--- config.mk ---
export PLATFORM = sky130hd
export DESIGN_NAME = fetch_pc_unit
export DESIGN_NICKNAME = d
export VERILOG_FILES = /design/src/rtl/fetch_pkg.sv /design/src/rtl/fetch_pc_unit_pc_reg.sv /design/src/rtl/fetch_pc_unit.sv
export SDC_FILE = /design/constraint.sdc
export NUM_CORES = 1
export LEC_CHECK = 0
export BUFFER_PORTS_ARGS = -buffer_cell sky130_fd_sc_hd__buf_2
export CELL_PAD_IN_SITES_DETAIL_PLACEMENT = 0
export CELL_PAD_IN_SITES_GLOBAL_PLACEMENT = 1
export CORE_ASPECT_RATIO = 1.4
export CORE_MARGIN = 10
export CORE_UTILIZATION = 32
export DETAILED_ROUTE_END_ITERATION = 8
export GPL_TIMING_DRIVEN = 0
export PLACE_DENSITY = 0.79
export SLEW_MARGIN = 20
export SYNTH_ARGS = -nofsm -noshare
export SYNTH_HDL_FRONTEND = slang
export SYNTH_SLANG_ARGS = --single-unit
--- constraint.sdc ---
create_clock -name Clk -period 1.5 [get_ports Clk]
set_clock_uncertainty 0.05 [all_clocks]
set_input_delay 0.3 -clock Clk [delete_from_list [all_inputs] [get_ports Clk]]
set_output_delay 0.3 -clock Clk [all_outputs]
set_load 0.01 [all_outputs]
--- src/rtl/fetch_pkg.sv ---
// Shared types and defaults for the PC/nPC fetch sequencer.
package fetch_pkg;

  typedef enum logic [1:0] {
    StBoot  = 2'b00,
    StRun   = 2'b01,
    StStall = 2'b10
  } fetch_state_e;

  localparam int unsigned DefAddrW      = 8;
  localparam int unsigned DefResetPc    = 0;
  localparam int unsigned DefInstrBytes = 4;

  localparam logic [31:0] Nop = 32'b0;

endpackage

--- src/rtl/fetch_pc_unit_pc_reg.sv ---
// Enabled address register with asynchronous active-low reset to a fixed value.
module pc_reg #(
  parameter int unsigned      WIDTH   = 8,
  parameter logic [WIDTH-1:0] RST_VAL = '0
) (
  input  logic             Clk,
  input  logic             R,
  input  logic             LE,
  input  logic [WIDTH-1:0] D,
  output logic [WIDTH-1:0] Q
);

  always_ff @(posedge Clk or negedge R) begin
    if (!R) begin
      Q <= RST_VAL;
    end else if (LE) begin
      Q <= D;
    end
  end

endmodule

--- src/rtl/fetch_pc_unit.sv ---
// PC/nPC fetch sequencer: delayed branch, stall, annul, boot cycle and
// misaligned-target detection.
module fetch_pc_unit
  import fetch_pkg::*;
#(
  parameter int unsigned ADDR_W      = DefAddrW,
  parameter int unsigned RESET_PC    = DefResetPc,
  parameter int unsigned INSTR_BYTES = DefInstrBytes  // must be a power of two
) (
  input  logic              Clk,
  input  logic              R,
  input  logic              LE,
  input  logic              redirect,
  input  logic [ADDR_W-1:0] target,
  input  logic              annul,
  output logic [ADDR_W-1:0] PC,
  output logic [ADDR_W-1:0] nPC,
  output logic              fetch_valid,
  output logic              if_id_nop,
  output logic              align_err
);

  localparam logic [ADDR_W-1:0] Incr    = ADDR_W'(INSTR_BYTES);
  localparam logic [ADDR_W-1:0] OffMask = ADDR_W'(INSTR_BYTES - 1);
  localparam logic [ADDR_W-1:0] RstPc   = ADDR_W'(RESET_PC);
  localparam logic [ADDR_W-1:0] RstNpc  = ADDR_W'(RESET_PC + INSTR_BYTES);

  fetch_state_e      state_q, state_d;
  logic              adv;
  logic [ADDR_W-1:0] npc_next;
  logic              misaligned;
  logic              align_err_q;

  // State register
  always_ff @(posedge Clk or negedge R) begin
    if (!R) begin
      state_q <= StBoot;
    end else begin
      state_q <= state_d;
    end
  end

  // Next-state logic; LE is deliberately ignored while booting
  always_comb begin
    state_d = state_q;
    unique case (state_q)
      StBoot:  state_d = StRun;
      StRun:   if (!LE) state_d = StStall;
      StStall: if (LE) state_d = StRun;
      default: state_d = StBoot;
    endcase
  end

  // Outputs decoded from state
  always_comb begin
    fetch_valid = (state_q != StBoot);
    if_id_nop   = annul & LE & fetch_valid;
  end

  // Leaving STALL on LE=1 advances on that same edge, just like RUN.
  assign adv        = LE & fetch_valid;
  assign misaligned = |(target & OffMask);
  assign npc_next   = redirect ? (target & ~OffMask) : (nPC + Incr);

  pc_reg #(
    .WIDTH  (ADDR_W),
    .RST_VAL(RstPc)
  ) u_pc_reg (
    .Clk(Clk),
    .R  (R),
    .LE (adv),
    .D  (nPC),
    .Q  (PC)
  );

  pc_reg #(
    .WIDTH  (ADDR_W),
    .RST_VAL(RstNpc)
  ) u_npc_reg (
    .Clk(Clk),
    .R  (R),
    .LE (adv),
    .D  (npc_next),
    .Q  (nPC)
  );

  always_ff @(posedge Clk or negedge R) begin
    if (!R) begin
      align_err_q <= 1'b0;
    end else begin
      align_err_q <= adv & redirect & misaligned;
    end
  end

  assign align_err = align_err_q;

endmodule

After elaboration in Yosys (flattened, before gate mapping)
Index checks and enable logic that the tools add are counted.

Register bits: 19. Input port bits: 13. Output and inout port bits: 19. Logic and storage cells: 22.

Add/subtract/negate cells: 1. Equal/unequal tests: 4. Muxes and demuxes: 4. Bitwise gates (word level): 5. Reduce and logical (&&, ||, !) cells: 4.

Operators by type and width (number): $add A8 B3 Y8 const B (1); $mux W8 (1); $pmux W2 S3 (1); $and A1 B1 Y1 (5); $mux W2 (2); $ne A2 B2 Y1 const B (2); $eq A2 B1 Y1 const B (1); $eq A2 B2 Y1 const B (1); $logic_not A2 Y1 (1); $reduce_and A2 Y1 (1); $reduce_bool A2 Y1 (1); $reduce_or A2 Y1 (1).

Depth between registers and ports, before layout
Gate-level depths: netlist of run 1.

Word-level depth: 4. Gate-level depth with buffers: 4. Gate-level depth less buffers: 4.

By module
Synthesis of run 1 repeated with hierarchy kept, for this count alone.

Cells, all modules: 70. Area total of the unflattened synthesis: 942.2 um^2.

Modules (own cells, without submodules): pc_reg (u_npc_reg) (times used 1, cells each 17, area each 332.8 um^2, sequential area each 201.4 um^2); pc_reg (u_pc_reg) (times used 1, cells each 17, area each 331.6 um^2, sequential area each 200.2 um^2); fetch_pc_unit (times used 1, cells each 36, area each 277.8 um^2, sequential area each 75.1 um^2).

Worst setup path after synthesis of run 1
OpenSTA, ideal clock, no wires.

Path type: reg-to-output. From: register state_q[0]. To: output if_id_nop. Data arrival time: 0.946 ns. Required time: 1.150 ns. Slack: 0.204 ns. Cell stages (with the launch flop): 4. Path buffers: 1. Path through: dfrtp_1 o21a_4 buf_6 and2_1.

Longest elaborated chain between the ends: 2.

Ends and longest elaborated chain: start, declared (line fetch_pc_unit.sv:28) `fetch_state_e state_q, state_d;`; start signal, assigned (line fetch_pc_unit.sv:37) `state_q <= StBoot;`; start signal, assigned (line fetch_pc_unit.sv:39) `state_q <= state_d;`; $reduce_bool A2 Y1 (line fetch_pc_unit.sv:56) `fetch_valid = (state_q != StBoot);`; $and A1 B1 Y1 (line fetch_pc_unit.sv:57) `if_id_nop = annul & LE & fetch_valid;`; end, declared (line fetch_pc_unit.sv:19) `output logic if_id_nop,`.

Every way passes these cells.

Final worst setup path of run 1
Same ends and word-level chain as after synthesis.

==> summary.md, run 1 <==
| Metric | Value |
|---|---|
| Status | complete, but fails checks |
| Failing checks | setup timing |
| H-tree Lvls | 1 |
| Power per Cell Area | 1970 mW/mm² |
| DP Worst Slack | 0.0572 ns |
| Cells after Synth | 79 |
| CP arrival | 1.16 ns |
| CTS Buf Count | 3 |
| Hold WC Path Type | input port to register |
| Nets@finish | 134 |
| RSZ-0062 raised after global routing | yes |
| Vias in the first global route | 675 |
| R2R cell count | 6 |
| Fraction of registers with async set/reset | 1.00 |
| Top post-synthesis cells by count | nand2_1 (20), dfrtp_1 (14), nor2_1 (6), nand3_1 (5) |
| Clk pin slew, worst setup/hold paths | 0.08 ns |
| Cell variety after synth | 23 |
| Number of synthesized flops with an enable pin | 0 |
| CP Launch Type | register |
| Largest area contributor in the netlist | dfrtp_1 |
| Period minus WS final | 1.51 ns |
| Sink Count | 15 |
| # IOs | 32 |
| Crit path kind | register to primary output |
| Syn Std Cell Area | 734 µm² |
| Slew Viols, Final | 0 |
| Initial Util | 0.337 |
| Initial antenna violation count | 0 |
| Die Y | 76.7 µm |
| CTS tree | done |
| GRT Total Usage | 0.0854 |
| Setup TNS | -0.0120 ns |
| Worst R2R Start | state_q[0] |
| Hold Fails Final Rpt | 0 |
| Routed len/inst | 13.9 µm |
| Final clock period utilization by the worst path | 1.00 |
| Maximum vdd drop | 607 µV |
| Yosys Warn Count | 0 |
| Syn Area/Cell | 9.30 µm² |
| Post-DR vias/cell | 4.76 |
| Hold Startpoint | LE |
| Fill count | 233 |
| Register area share after synthesis | 0.513 |
| Reg-to-reg critical path endpoint | u_npc_reg.Q[7] |
| Post-synth top area share | 0.477 |
| Data required, critical path | 1.15 ns |
| Post-Place Cells | 131 |
| Root Buffer | clkbuf_4 |
| Final worst slack | -0.00668 ns |
| Die area | 0.00464 mm² |
| IO Port Bufs | 27 |
| Final Util | 0.462 |
| DRC violations left | 0 |
| ANT nets after route | 0 |
| Antenna Cells | 0 |
| Crit-path max FO | 2 |
| Starting DRT DRC Count | 18 |
| Global route overflow | 0 |
| Global-route wire length before repair | 3.15 mm |
| Leakage | 0.550 nW |
| Max Cap Viol | 0 |
| Syn-to-layout area delta | 37.0% |
| Largest cells by area after synthesis | dfrtp_1 (48%), nand2_1 (10%), mux2i_1 (4.1%) |
| Die width | 60.5 µm |
| Final setup vio count | 2 |
| Fmax | 0.664 GHz |
| Routed WL | 1.95 mm |
| Prevailing post-synth register cell | dfrtp_1 |
| Hold EP | state_q[1] |
| Power, Total | 1.98 mW |
| Fin Hold WS | 0.188 ns |
| Layout cells sized above 1 | 0.403 |
| CTS max path bufs | 2 |
| Post-route cell area | 0.00101 mm² |
| Largest net degree at the start of global routing | 16 |
| Num rows | 20 |
| Worst reg-to-reg setup slack | 0.08 ns |
| Hold Path Depth | 2 |
| Finished Layout Cells | 141 |
| Synthesized flop and latch total | 15 |
| Vias | 671 |
| CP Capture Type | primary output |
| DP HPWL | 1.46 mm |
| Routability congestion estimate | 0.708 |
| Most numerous cell in the Yosys netlist | nand2_1 |
| Dpl cell area | 908 µm² |
| Clock Latency Late Sink | 0.27 ns |
| Core area | 0.00218 mm² |
| DRT Pass-1 Iters | 2 |
-- cell families after synthesis --
family,Yosys count,synth area share
muxes,3,0.0409
and+or+nand+nor,36,0.210
DFF,15,0.513
adders and majority gates,1,0.0170
buffers and inverters,7,0.0664
xor gates and xnor gates,1,0.0119
other,1,0.00511
AOI/OAI and AO/OA,15,0.136
-- worst max path at each step --
stage	startpoint	end	slack, ns	cells after the start
global route	state_q[0]	if_id_nop	-0.05	3
finish	state_q[0]	if_id_nop	-0.007	3
global placement	state_q[0]	if_id_nop	0.07	4
CTS	state_q[1]	if_id_nop	-0.08	3
floorplan	state_q[0]	if_id_nop	0.20	3
detailed placement	state_q[0]	if_id_nop	0.06	4
-- power breakdown --
part,leakage (nW),total (mW),internal (mW),switching (mW)
Combinational,0.354,0.961,0.488,0.473
Clock,0.0150,0.224,0.103,0.121
Sequential,0.181,0.794,0.604,0.190
Total,0.550,1.98,1.19,0.784
-- placed cells by master, fill, tap and decap left out, types with 2 or more instances in the layout --
cell type	Yosys	layout
buf_4	4	9
o21ai_0	3	3
inv_1	2	2
buf_6	1	3
nand3_1	5	5
conb_1	1	4
nor2_1	6	6
a21oi_1	4	4
clkbuf_4	0	3
dfrtp_1	14	13
o22ai_1	4	4
buf_2	0	25
nand2_1	20	20
mux2i_1	3	3
-- final cells by class --
cell class                 instances  area [µm²]  area share
clock buffer                       4        26.3      0.0261
inverter                           2        7.51     0.00746
sequential                        15         378       0.376
timing repair buffer              34         206       0.205
multi-input combinational         60         330       0.328
tap                               22        27.5      0.0274
buffer                             4        30.0      0.0299
-- timing repair --
item | in CTS | in global routing
hold endpoints to repair | 14 | 0
resized for setup | 1 | 6
endpoints found under the setup margin | 1 | 6
setup buffers | 3 | 3
pin swaps | 2 | 3
hold buffers | 1 | 0
-- worst max-delay path, cell delays in order (launching register included) --
cell     delay [ns]
dfrtp_1        0.41
o21a_4         0.23
and2_4         0.13
buf_6          0.11
-- layer usage --
| layer | track usage | share of wire | vias up |
|---|---|---|---|
| met1 | 0.0986 | 0.40 | 310 |
| met5 | 0 | 0 | - |
| met3 | 0.0231 | 0.069 | 2 |
| met2 | 0.135 | 0.51 | 18 |
| met4 | 0.0463 | 0.017 | 0 |
| li1 | - | - | 341 |
-- flip-flops by register name, indices dropped and copies added, names as in the netlist --
| register | flops |
|---|---|
| u_npc_reg.Q | 6 |
| u_pc_reg.Q | 6 |
| state_q | 2 |
| align_err | 1 |
Power figures use the tool's default switching activity.
==> inputs of run 2 (changes only) <==
PLACE_DENSITY = unset   (was 0.79)
PLACE_DENSITY_LB_ADDON = 0.08   (was unset)
==> run 2 against run 1 <==
Net effect: clock-buffer cell count did not move; fmax fell by 1.3%; final area rose by 1.4%; clock power rose by 5%; flip-flop and latch count did not move; cell count rose by 0.71%; die area did not move; setup slack got worse by 0.019 ns; the run still ends with setup timing left.
==> summary.md, run 2 (same netlist as run 1, synthesis figures left out) <==
| Metric | Value |
|---|---|
| Commonest non-fill, non-tap cell in the layout | buf_2 |
| Setup TNS | -0.0445 ns |
| Finished Layout Cells | 142 |
| Fill count | 228 |
| Largest net degree at the start of global routing | 16 |
| Clk pin slew, worst setup/hold paths | 0.09 ns |
| GRT Total Usage | 0.0911 |
| Final setup vio count | 2 |
| Vias | 671 |
| CTS tree | done |
| Hold WC Path Type | input port to register |
| Fin Hold WS | 0.171 ns |
| Data required, critical path | 1.15 ns |
| Routability congestion estimate | 0.704 |
| Post-DR vias/cell | 4.73 |
| Routed len/inst | 14.0 µm |
| Global-route wire length before repair | 3.41 mm |
| Cell Int Power | 1.22 mW |
| CTS max path bufs | 2 |
| Crit path kind | register to primary output |
| Failing checks | setup timing |
| Status | complete, but fails checks |
| CP Launch Type | register |
| Power per Cell Area | 1980 mW/mm² |
| # IOs | 32 |
| CP Capture Type | primary output |
| Num rows | 20 |
| CP arrival | 1.18 ns |
| Hold Fails Final Rpt | 0 |
| Die Y | 76.7 µm |
| Sw frac | 0.396 |
| Largest registers | u_npc_reg.Q x6, u_pc_reg.Q x6, state_q x2 |
| CTS Buf Count | 3 |
| RSZ-0062 raised after global routing | yes |
| Critical-path cell list | buf_6, or2_4, buf_6 |
| Sink Count | 15 |
| Global route overflow | 0 |
| Most frequent cells in the layout | buf_2 (25), nand2_1 (20), dfrtp_1 (14) |
| Period minus WS final | 1.53 ns |
| Syn-to-layout area delta | 38.8% |
| Nets@finish | 135 |
| Final worst slack | -0.0259 ns |
| Root Buffer | clkbuf_4 |
| Vias in the first global route | 749 |
| Core area | 0.00218 mm² |
| Crit-path leading delay family | flip-flops |
| WP buf/inv | 2 |
| Post-Place Cells | 131 |
| DRT Pass-1 Iters | 4 |
| Slew Viols, Final | 0 |
| Clock Power Share | 0.117 |
| Reg power frac | 0.389 |
| Initial antenna violation count | 0 |
| Antenna Cells | 0 |
| DP HPWL | 1.48 mm |
| Starting DRT DRC Count | 15 |
| Final clock period utilization by the worst path | 1.02 |
| Clock Latency Late Sink | 0.28 ns |
| Peak per-stage delay on the critical path | 0.41 ns |
| Layout cells sized above 1 | 0.400 |
| Maximum vdd drop | 738 µV |
| Initial Util | 0.337 |
| CP max stage cell | dfrtp_1 |
| P_sw | 0.798 mW |
| Fmax | 0.655 GHz |
| Die width | 60.5 µm |
| H-tree Lvls | 1 |
| Most frequent CP cell | buf_6 |
| Leakage | 0.559 nW |
| IO Port Bufs | 27 |
| Crit-path max FO | 2 |
| Routed WL | 1.98 mm |
| Die area | 0.00464 mm² |
| Max Cap Viol | 0 |
| Combinational fraction of design power | 0.495 |
| ANT nets after route | 0 |
| DRC violations left | 0 |
==> run 2: cell types whose count changed in the layout (fill, tap and decap cells not counted), sizes merged <==
cell and change:
buf +1
==> run 2: cell type report <==
cell class	instances	area, µm²	share of cell area
sequential	15	377	0.369
multi-input combinational	60	330	0.324
timing repair buffer	35	221	0.217
buffer	4	30.0	0.0294
tap	22	27.5	0.0270
clock buffer	4	26.3	0.0258
inverter	2	7.51	0.00736
==> run 2: worst register-to-register path: cells and delay by family (launching register included) <==
kind | cells | cell delay (ns)
flops | 1 | 0.41
simple gates | 2 | 0.14
buf+inv | 2 | 0.30
compound gates | 2 | 0.42
==> run 2: path summary, 6_finish.rpt <==
check	startpoint	end	slack [ns]	cells after the start
hold reg to reg	u_pc_reg.Q[7]	u_pc_reg.Q[7]	0.42	2
setup / recovery	state_q[0]	fetch_valid	-0.03	3
hold / removal	LE	state_q[1]	0.17	2
max in group asynchronous	R	u_npc_reg.Q[2]	0.72	2
min in group asynchronous	R	u_pc_reg.Q[4]	0.39	2
setup reg to reg	state_q[0]	u_npc_reg.Q[7]	0.11	6
==> run 2: per-stage QoR <==
stage	total power [mW]	setup slack (ns)	instance area, µm²	utilization
finish	2.02	-0.0259	1020	0.468
global route	2.22	-0.0740	1020	0.468
CTS	1.95	-0.0663	975	0.448
detailed placement	1.63	0.0595	908	0.417
global placement	1.61	0.0594	908	0.417
floorplan	1.29	0.204	746	-
==> run 2: repair_timing <==
| action | 4_1_cts | 5_1_grt |
|---|---|---|
| endpoints found under the setup margin | 1 | 6 |
| resized for setup | 1 | 7 |
| endpoints found under the hold margin | 14 | 0 |
| pin swaps | 3 | 2 |
| hold buffers | 1 | 0 |
| setup buffers | 5 | 2 |
==> run 2: routing by layer <==
metal | wire, µm | track usage | vias up | share of wire
met5 | 0 | 0 | - | 0
met2 | 983 | 0.145 | 21 | 0.50
li1 | - | - | 341 | -
met4 | 28 | 0.0463 | 0 | 0.014
met3 | 141 | 0.0280 | 4 | 0.071
met1 | 830 | 0.105 | 305 | 0.42
==> run 2: power groups by stage <==
stage               Sequential (mW)  Combinational, mW  Clock (mW)
global route                  0.819               1.13       0.270
finish                        0.784              0.998       0.235
floorplan                     0.854              0.441           0
CTS                           0.783              0.922       0.247
global placement              0.799              0.813           0
detailed placement            0.807              0.825           0
==> inputs of run 3 (changes only) <==
ABC_AREA = 1   (was unset)
==> run 3 against run 2 <==
Net effect: the run now ends clean; via count rose by 8.3%; cell count rose by 20%; wire length rose by 2.3%; largest power group unchanged; power fell by 11%; flip-flop and latch count did not move; worst hold slack improved by 0.0062 ns; critical endpoint is now if_id_nop; sequential power fell by 6.1%; final area rose by 2.3%; combinational power fell by 18%; largest cell class unchanged; register-to-register slack improved by 0.05 ns; clock power rose by 2%; global-route usage fell by 0.11 points.
==> summary.md, run 3 <==
| Metric | Value |
|---|---|
| Dpl cell area | 998 µm² |
| Clock Latency Late Sink | 0.29 ns |
| Power per Cell Area | 1720 mW/mm² |
| # IOs | 32 |
| Most numerous cell in the Yosys netlist | nand2_1 |
| Post-synth top area share | 0.433 |
| Nets@finish | 152 |
| Clock Power Share | 0.134 |
| Number of synthesized flops with an enable pin | 0 |
| Reg power frac | 0.411 |
| Combinational fraction of design power | 0.456 |
| GRT Total Usage | 0.0900 |
| Worst reg-to-reg setup slack | 0.16 ns |
| Yosys Warn Count | 0 |
| Hold Fails Final Rpt | 0 |
| Core area | 0.00242 mm² |
| DRT Pass-1 Iters | 4 |
| Routed len/inst | 11.9 µm |
| Prevailing post-synth register cell | dfrtp_1 |
| Largest registers | u_npc_reg.Q x6, u_pc_reg.Q x6, state_q x2 |
| Setup TNS | 0 ns |
| Cells after Synth | 101 |
| IO Port Bufs | 27 |
| Worst R2R Start | u_npc_reg.Q[2] |
| Initial antenna violation count | 0 |
| Leakage | 0.584 nW |
| Antenna Cells | 0 |
| Post-route cell area | 0.00104 mm² |
| Syn-to-layout area delta | 28.9% |
| Sw frac | 0.430 |
| Vias | 727 |
| Maximum vdd drop | 803 µV |
| CTS Buf Count | 3 |
| Crit path from | state_q[1] |
| Cell variety after synth | 25 |
| Starting DRT DRC Count | 26 |
| H-tree Lvls | 1 |
| CTS max path bufs | 2 |
| Fmax | 0.724 GHz |
| Global route overflow | 0 |
| Vias in the first global route | 770 |
| Data required, critical path | 1.15 ns |
| Top post-synthesis cells by count | nand2_1 (28), dfrtp_1 (14), nor2_1 (13), inv_1 (9), o21ai_1 (5) |
| Crit path kind | register to primary output |
| Initial Util | 0.335 |
| Die Y | 79.5 µm |
| Reg-to-reg critical path endpoint | u_npc_reg.Q[6] |
| Final Util | 0.432 |
| Cell Int Power | 1.02 mW |
| Hold WC Path Type | input port to register |
| Synthesized flop and latch total | 15 |
| Die width | 62.5 µm |
| Period minus WS final | 1.38 ns |
| P_sw | 0.770 mW |
| Syn Std Cell Area | 810 µm² |
| Largest area contributor in the netlist | dfrtp_1 |
| Clk pin slew, worst setup/hold paths | 0.09 ns |
| CP Capture Type | primary output |
| Post-DR vias/cell | 4.25 |
| Root Buffer | clkbuf_4 |
| CP arrival | 1.03 ns |
| R2R cell count | 7 |
| Hold Path Depth | 2 |
| Syn Area/Cell | 8.02 µm² |
| Routability congestion estimate | 0.707 |
| Global-route wire length before repair | 3.66 mm |
| ANT nets after route | 0 |
| Num rows | 21 |
| Crit-path max FO | 3 |
| Largest cells by area after synthesis | dfrtp_1 (43%), nand2_1 (13%), nor2_1 (6.0%) |
| Routed WL | 2.03 mm |
| Final clock period utilization by the worst path | 0.921 |
| Slew Viols, Final | 0 |
| RSZ-0062 raised after global routing | no |
| Status | completed |
| CP Launch Type | register |
| Most frequent cells in the layout | nand2_1 (28), buf_2 (27), dfrtp_1 (14) |
| Final setup vio count | 0 |
| Worst Setup EP | if_id_nop |
| CTS tree | done |
| Die area | 0.00497 mm² |
| Register area share after synthesis | 0.465 |
| Sink Count | 15 |
| DP HPWL | 1.61 mm |
| DRC violations left | 0 |
| Fraction of registers with async set/reset | 1.00 |
| Largest net degree at the start of global routing | 16 |
| Commonest non-fill, non-tap cell in the layout | nand2_1 |
| Max Cap Viol | 0 |
| Layout cells sized above 1 | 0.358 |
[run 3: critical path: stages (launching register included)]
cell,delay (ns)
dfrtp_1,0.44
nor2_4,0.14
nor2_1,0.04
buf_2,0.13
[run 3: timing repair]
action,4_1_cts,5_1_grt
setup buffers,0,1
endpoints found under the setup margin,0,1
hold buffers,1,0
hold endpoints to repair,14,0
resized for setup,0,0
[run 3: cell families (layout without fill, tap and decap cells)]
kind of cell | count (synthesis) | in the layout | synth area share
AO/OA/AOI/OAI | 14 | 14 | 0.104
adder cells (fa/ha/maj) | 1 | 1 | 0.0155
AND/OR/NAND/NOR | 52 | 52 | 0.300
buffers and inverters | 18 | 51 | 0.111
flip-flops | 15 | 15 | 0.465
other | 1 | 4 | 0.00463
[run 3: layout make-up]
| class | instances | area, µm² |
|---|---|---|
| tap | 34 | 42.5 |
| clock buffer | 3 | 22.5 |
| sequential | 15 | 377 |
| buffer | 5 | 41.3 |
| multi-input combinational | 71 | 354 |
| fill | 296 | 1370 |
| inverter | 13 | 48.8 |
| timing repair buffer | 29 | 153 |
| clock inverter | 1 | 5.00 |
[run 3: worst min path at each step]
| stage | from | end | slack, ns |
|---|---|---|---|
| detailed placement | R | u_pc_reg.Q[4] | 0.18 |
| global placement | R | u_pc_reg.Q[3] | 0.18 |
| finish | LE | state_q[1] | 0.18 |
| floorplan | R | align_err | -0.05 |
| global route | target[0] | align_err | 0.17 |
| CTS | LE | state_q[1] | 0.17 |
[run 3: layer usage]
layer	vias up	share of wire	GRT usage
met1	326	0.40	0.0959
met5	-	0	0
li1	380	-	-
met3	5	0.049	0.0253
met2	16	0.53	0.155
met4	0	0.022	0.0538
[run 3: power groups by stage]
stage / Combinational, mW / Clock (mW) / Sequential (mW)
2_1_floorplan: 0.450 / 0 / 0.804
3_3_place_gp: 0.821 / 0 / 0.738
3_5_place_dp: 0.825 / 0 / 0.744
4_1_cts: 0.831 / 0.247 / 0.736
5_1_grt: 0.941 / 0.271 / 0.767
6_report: 0.816 / 0.240 / 0.736
[run 3: through the flow]
| stage | power (mW) | instances | setup slack, ns | hold WS [ns] |
|---|---|---|---|---|
| 6_report | 1.79 | 171 | 0.119 | 0.178 |
| 5_1_grt | 1.98 | 171 | 0.0374 | 0.172 |
| 4_1_cts | 1.81 | 170 | 0.0231 | 0.173 |
| 3_5_place_dp | 1.57 | 165 | 0.190 | 0.181 |
| 3_3_place_gp | 1.56 | 165 | 0.203 | 0.181 |
| 2_1_floorplan | 1.25 | 104 | 0.259 | -0.0456 |
